`src/rtl/duty_reporter.sv`:
```
// duty_reporter: formats the current duty cycle as "D=nnn\r\n" and streams it byte by byte to a
// UART transmitter over a start/busy handshake, on request or whenever the duty cycle changes.
module duty_reporter #(
  parameter logic [7:0] PREFIX      = 8'h44,
  parameter bit         AUTO_REPORT = 1'b1
) (
  input  logic       clk,
  input  logic       reset_n,
  input  logic [7:0] duty_cycle,
  input  logic       report_req,
  input  logic       tx_busy,
  output logic [7:0] tx_data,
  output logic       tx_start,
  output logic       busy
);

  localparam logic [2:0] StIdle     = 3'd0;
  localparam logic [2:0] StConvH    = 3'd1;
  localparam logic [2:0] StConvT    = 3'd2;
  localparam logic [2:0] StSend     = 3'd3;
  localparam logic [2:0] StWaitAck  = 3'd4;
  localparam logic [2:0] StWaitDone = 3'd5;

  localparam logic [2:0] LastIdx = 3'd6;

  logic [2:0] state_q, state_d;
  logic [7:0] val_q, val_d;
  logic [1:0] hund_q, hund_d;
  logic [3:0] tens_q, tens_d;
  logic [3:0] ones_q, ones_d;
  logic [2:0] idx_q, idx_d;
  logic       pending_q, pending_d;
  logic [7:0] last_q, last_d;
  logic [7:0] tx_data_q, tx_data_d;
  logic       tx_start_q, tx_start_d;

  logic       changed;
  logic       start_conv;
  logic [7:0] frame_byte;

  // Auto-report only ever compares against the value that was last put on the wire.
  assign changed = AUTO_REPORT && (duty_cycle != last_q);

  always_comb begin
    case (idx_q)
      3'd0:    frame_byte = PREFIX;
      3'd1:    frame_byte = 8'h3D;
      3'd2:    frame_byte = 8'h30 + {6'd0, hund_q};
      3'd3:    frame_byte = 8'h30 + {4'd0, tens_q};
      3'd4:    frame_byte = 8'h30 + {4'd0, ones_q};
      3'd5:    frame_byte = 8'h0D;
      default: frame_byte = 8'h0A;
    endcase
  end

  always_comb begin
    state_d    = state_q;
    val_d      = val_q;
    hund_d     = hund_q;
    tens_d     = tens_q;
    ones_d     = ones_q;
    idx_d      = idx_q;
    pending_d  = pending_q;
    last_d     = last_q;
    tx_data_d  = tx_data_q;
    tx_start_d = 1'b0;
    start_conv = 1'b0;

    // Requests during a frame collapse into a single follow-up report.
    if (state_q != StIdle && report_req) begin
      pending_d = 1'b1;
    end

    case (state_q)
      StIdle: begin
        if (report_req || changed) begin
          start_conv = 1'b1;
        end
      end
      StConvH: begin
        if (val_q >= 8'd100) begin
          val_d  = val_q - 8'd100;
          hund_d = hund_q + 2'd1;
        end else begin
          state_d = StConvT;
        end
      end
      StConvT: begin
        if (val_q >= 8'd10) begin
          val_d  = val_q - 8'd10;
          tens_d = tens_q + 4'd1;
        end else begin
          ones_d  = val_q[3:0];
          state_d = StSend;
        end
      end
      StSend: begin
        if (!tx_busy) begin
          tx_data_d  = frame_byte;
          tx_start_d = 1'b1;
          state_d    = StWaitAck;
        end
      end
      StWaitAck: begin
        if (tx_busy) begin
          state_d = StWaitDone;
        end
      end
      StWaitDone: begin
        if (!tx_busy) begin
          if (idx_q == LastIdx) begin
            if (pending_q || report_req) begin
              start_conv = 1'b1;
            end else begin
              idx_d   = 3'd0;
              state_d = StIdle;
            end
          end else begin
            idx_d   = idx_q + 3'd1;
            state_d = StSend;
          end
        end
      end
      default: state_d = StIdle;
    endcase

    // Fresh snapshot of the duty cycle for a new frame, whether from idle or back-to-back.
    if (start_conv) begin
      val_d     = duty_cycle;
      last_d    = duty_cycle;
      hund_d    = 2'd0;
      tens_d    = 4'd0;
      ones_d    = 4'd0;
      idx_d     = 3'd0;
      pending_d = 1'b0;
      state_d   = StConvH;
    end
  end

  always_ff @(posedge clk or negedge reset_n) begin
    if (!reset_n) begin
      state_q    <= StIdle;
      val_q      <= 8'd0;
      hund_q     <= 2'd0;
      tens_q     <= 4'd0;
      ones_q     <= 4'd0;
      idx_q      <= 3'd0;
      pending_q  <= 1'b0;
      last_q     <= 8'd0;
      tx_data_q  <= 8'd0;
      tx_start_q <= 1'b0;
    end else begin
      state_q    <= state_d;
      val_q      <= val_d;
      hund_q     <= hund_d;
      tens_q     <= tens_d;
      ones_q     <= ones_d;
      idx_q      <= idx_d;
      pending_q  <= pending_d;
      last_q     <= last_d;
      tx_data_q  <= tx_data_d;
      tx_start_q <= tx_start_d;
    end
  end

  assign tx_data  = tx_data_q;
  assign tx_start = tx_start_q;
  assign busy     = (state_q != StIdle);

endmodule

```
`config.mk`:
```
export PLATFORM = sky130hd
export DESIGN_NAME = duty_reporter
export DESIGN_NICKNAME = d
export VERILOG_FILES = /design/src/rtl/duty_reporter.sv
export SDC_FILE = /design/constraint.sdc
export NUM_CORES = 1
export LEC_CHECK = 0
export BUFFER_PORTS_ARGS = -buffer_cell sky130_fd_sc_hd__buf_2
export CORE_MARGIN = 2
export CORE_UTILIZATION = 45
export DETAILED_ROUTE_END_ITERATION = 7
export PLACE_DENSITY = 0.74
export SYNTH_ARGS = -nofsm -noshare
export SYNTH_HDL_FRONTEND = slang
export SYNTH_SLANG_ARGS = --single-unit
```
`constraint.sdc`:
```
create_clock -name clk -period 2.3 [get_ports clk]
set_clock_uncertainty 0.15 [all_clocks]
set_input_delay 0.115 -clock clk [delete_from_list [all_inputs] [get_ports clk]]
set_output_delay 0.115 -clock clk [all_outputs]
set_load 0.1 [all_outputs]
```
# == After elaboration in Yosys (flattened, before gate mapping) ==
# Cells that the tools add are included.
# Widths: inputs -> output; s select.
# totals
in_bits,12
word_cells,101
mem_count,0
mem_bits_ro,0
latchBits,0
ramBits,0
regBits,42
# classes
mux,36
add_sub_neg,8
n_reduce_logical,20
n_div,0
n_bitwise,1
n_lt_le_gt_ge,2
mul,0
eq_ne,24
shifts,0
# ops
operator,n
$pmux 7 s6,1
$mux 3,12
$mux 4,6
$mux 8,3
$ne 3x3->1 const B,8
$pmux 3 s6,1
$pmux 8 s2,1
$eq 3x3->1 const B,5
$add 6x4->7 const A,2
$eq 3x2->1 const B,4
$reduce_bool 2->1,6
$ge 8x4->1 const B,1
$ge 8x7->1 const B,1
$mux 1,8
$ne 8x8->1,1
$reduce_and 2->1,4
$sub 8x4->8 const B,1
$sub 8x7->8 const B,1
$add 6x2->7 const A,1
$reduce_and 7->1,1
$eq 3x1->1 const B,2
$logic_not 3->1,2
$mux 2,3
$reduce_and 3->1,2
other kinds (11),14

# == Longest topological paths before layout ==
# logic_depth
depth_word,7
depth_mapped,7

# == Worst setup path after synthesis ==
# OpenSTA, ideal clock, no wires.
# synth_path
path_kind,register to register
startpoint,reg state_q[2]
endpoint,reg val_q[0]
arrival_ps,2457
path_stages_with_launch,7
t_required_ps,2022
path_slack_ps,-434
path_buffers,1
cell_sequence,dfrtp_1 > buf_4 > clkinv_1 > nand3_1 > a31oi_2 > nor2_2 > mux2_1
# synth_between
elab_chain_len,4
elab_cells_between_ends,11
cone_classes,eq/ne (5); mux (3); reduce/logical (3)
# synth_rtl
item,line_no,source
start: declaration,26,"logic [2:0] state_q, state_d;"
start signal: assignment,142,state_q <= StIdle;
start signal: assignment,153,state_q <= state_d;
$eq 3x3->1 or $logic_not 3->1 (tied branches),74,case (state_q)
$pmux 1 s2,74,
$ne 3x3->1 (no line) or $reduce_bool 3->1 (tied branches),n/a,
$reduce_and 3->1 (no line),n/a,
end signal: assignment,154,val_q <= val_d;
end: declaration,27,"logic [7:0] val_q, val_d;"
# Several ways; a longest one is shown, not always the timed one.
# A chain may end at the register's enable or synchronous reset.

# == Worst setup path after layout ==
# layout_path
startpoint,reg val_q[1]
endpoint,reg val_q[4]
# layout_between
elab_chain_len,4
elab_cells_between_ends,11
cone_classes,add/sub (2); order compare (2); eq/ne (2); mux (4); reduce/logical (1)
# layout_rtl
item,line_no,source
$sub 8x4->8 or $sub 8x7->8 (tied branches),"90, 82",
$mux 8 (on tied branches),"89, 81",
$pmux 8 s2,74,
$mux 8,128,if (start_conv) begin
# Several ways; a longest one is shown, not always the timed one. The select of a mux whose other input is x is not followed.

==> summary.txt <==
Synthesis
  • Synth cell count leaders: dfrtp_1 (40), nor2_1 (24), a21oi_1 (16), nand2_1 (14)
  • Post-synth top area share: 40.80%
  • Net Count, Synth: 262
  • Post-synthesis sequential area ratio: 40.80%
  • Synth Warn #: 0
  • Post-Syn Area: 2454 um^2
  • Yosys cell types: 70
  • Leading post-synthesis cells by cell area: dfrtp_1 (41%), xor2_1 (4.3%), nor2_1 (3.7%), ha_1 (3.6%), a21oi_1 (3.3%)
  • Gate count after technology mapping: 243
  • Most common cell in the synthesized netlist: dfrtp_1
  • Cell taking the most area after synthesis: dfrtp_1
  • Ys flop type: dfrtp_1
  • Asr flop ratio synth: 100.0%
  • Synth Area per Inst: 10.10 um^2
  • Yosys reg bits: 40
  • EDFF count, synth: 0

Cells and area
  • Fin util: 55.59%
  • Fraction of layout instances using a drive strength above 1: 23.94%
  • Number of diodes: 0
  • Final net count: 302
  • Area growth from synthesis to layout: 17.19%

Worst setup path
  • Worst Path Required: 2360 ps
  • Worst Setup End Kind: flop
  • Setup Crit Path Kind: reg2reg
  • CP arrival: 2290 ps
  • FF-to-FF End: val_q[4]
  • Worst r2r src: val_q[1]
  • Startpoint types: flop
  • Worst Path Max Fanout: 6
  • R2R Setup Slk: 60 ps
  • Worst Reg-to-Reg Cells: 7

Worst hold path
  • Hold Path Depth: 3
  • Hold Path End: pending_q
  • Min-delay src: report_req
  • Worst min path class: in2reg

Route
  • Vias per cell: 5.480
  • Avg WL per Cell: 14.80 um
  • Number of remaining DRC errors: 0
  • DR vias: 1940
  • Pre-Repair DR Iteration Count: 5
  • 1st-iter DRT viols: 103
  • WL final: 5.240 mm
  • Final ANT Viol Nets: 0

Outcome
  • Status: finished, final reports clean

Clocking
  • Clock Sinks: 40
  • CTS Buffer Depth: 2
  • Skew-Pair Late Insertion Delay: 300 ps
  • Number of H-tree levels: 2
  • Cts bufs inserted: 5
  • Worst-path clk slew: 90 ps
  • Clk root buf: clkbuf_8
  • CTS tree: yes

Placed design
  • GP Congestion: 0.8585
  • Detailed placer's ending HPWL: 3.847 mm
  • DP Worst Slack: 100.8 ps
  • Number of port buffers: 20

Timing
  • RSZ-0062 raised after global routing: false
  • Slew HR: 40.12%
  • Final period util: 97.23%
  • Final setup vio count: 0
  • Setup TNS: 0 ps
  • Minimum clock period: 2236 ps
  • Final worst setup slack: 63.65 ps
  • Final max-slew violation count: 0
  • Worst-Margin Slew: 898.2 ps
  • Final Hold Fails: 0
  • Fmax: 447.2 MHz

Die
  • Initial Util: 47.44%
  • # IOs: 22
  • Core Area: 5172 um^2
  • Die width: 77.84 um
  • Row Count: 26
  • Vert. Die Dim: 77.84 um
  • Die area: 6059 um^2

Power and ir drop
  • Power Dens Cells: 1585 nW/um^2
  • Leak Pwr: 1.304 nW
  • Power Total: 4.558 mW
  • Worst vdd ir: 0.8749 mV

Global routing
  • Global route overflow: 0
  • First-pass GRT wire length: 9.108 mm
  • Global-route usage over all layers: 18.77%
  • Vias in the first global route: 1936
  • Initial antenna violation count: 0
  • Pin count of the biggest net entering global routing: 41

Run
  • Max-cap violation count: 0
-- metrics by stage --
step                cells  area, um^2  hold slack [ps]
floorplan             243        2459           -330.6
global placement      334        2643            130.7
detailed placement    334        2643            135.5
CTS                   351        2848            5.935
global route          354        2875            46.24
finish                354        2875            25.81
-- worst max-delay path by stage --
stage                end           from  cells after the start
2_1_floorplan  last_q[0]     state_q[1]                      6
3_3_place_gp    val_q[4]       val_q[1]                      7
3_5_place_dp    val_q[4]       val_q[1]                      7
4_1_cts         val_q[0]  duty_cycle[4]                      7
5_1_grt         val_q[4]       val_q[1]                      7
6_report        val_q[4]       val_q[1]                      7
-- cell families (layout without fill, tap and decap cells) --
group / count (synthesis) / in the layout / share of synthesized area [%]
and+or+nand+nor: 83 / 83 / 18.97
AOI/OAI and AO/OA: 62 / 62 / 19.99
DFF: 40 / 40 / 40.80
buffers and inverters: 22 / 63 / 5.507
xor gates and xnor gates: 15 / 15 / 5.355
muxes: 13 / 13 / 5.660
adders and majority gates: 7 / 7 / 3.569
other: 1 / 1 / 0.1528
-- state kept, by name, indices dropped and copies added (netlist names) --
register and flops:
tx_start 1, tens_q 4, pending_q 1, state_q 3, idx_q 3, tx_data 6
val_q 8, ones_q 4, last_q 8, hund_q 2
-- where the power goes --
part	switching [mW]	internal [mW]	total [mW]	leakage, nW
Clock	0.265	0.327	0.592	0.0548
Combinational	1.67	0.977	2.64	0.747
Sequential	0.318	1.00	1.32	0.502
Total	2.25	2.31	4.56	1.30
-- worst max-delay path: stages, from the launching register on --
cell      delay [ps]
dfrtp_1          390
inv_1            150
ha_1             160
or3b_1           390
a311oi_4         340
o41ai_4          160
mux2i_1          150
a211oi_1         240
-- routing by layer --
layer	wire length, um	GRT usage, %	vias up
li1	-	-	949
met2	2445	29.74	51
met3	225	3.488	9
met4	83	6.786	0
met5	0	0	-
met1	2485	25.65	931
-- cell usage in the layout (no fill, tap or decap), drive strengths merged, types with 3 or more instances in the layout --
cell / instances
o41ai: 3
mux2: 7
a21o: 3
nand3: 8
nand4: 3
mux2i: 6
nand2: 15
dlygate4sd3: 9
dfrtp: 40
clkbuf: 5
nor4: 4
buf: 35
o21ai: 14
inv: 11
nor2: 27
or2b: 3
or3b: 3
and2: 4
a31oi: 3
ha: 7
a211oi: 4
nor3: 7
xnor2: 3
a21oi: 17
xor2: 12
-- timing repair --
item,4_1_cts,5_1_grt
hold buffers,9,0
buffers inserted,0,3
gates resized for setup,0,1
endpoints found under the setup margin,0,2
hold endpoints to repair,54,0
-- area by class of cell --
class,instances,area (um^2)
Fill cell,440,2297
Multi-Input combinational cell,181,1328
Sequential cell,40,1001
Timing Repair Buffer,44,302.8
Tap cell,70,87.58
Clock buffer,5,68.82
Clock inverter,3,46.29
Inverter,11,41.29
(Power assumes the default switching activity.)
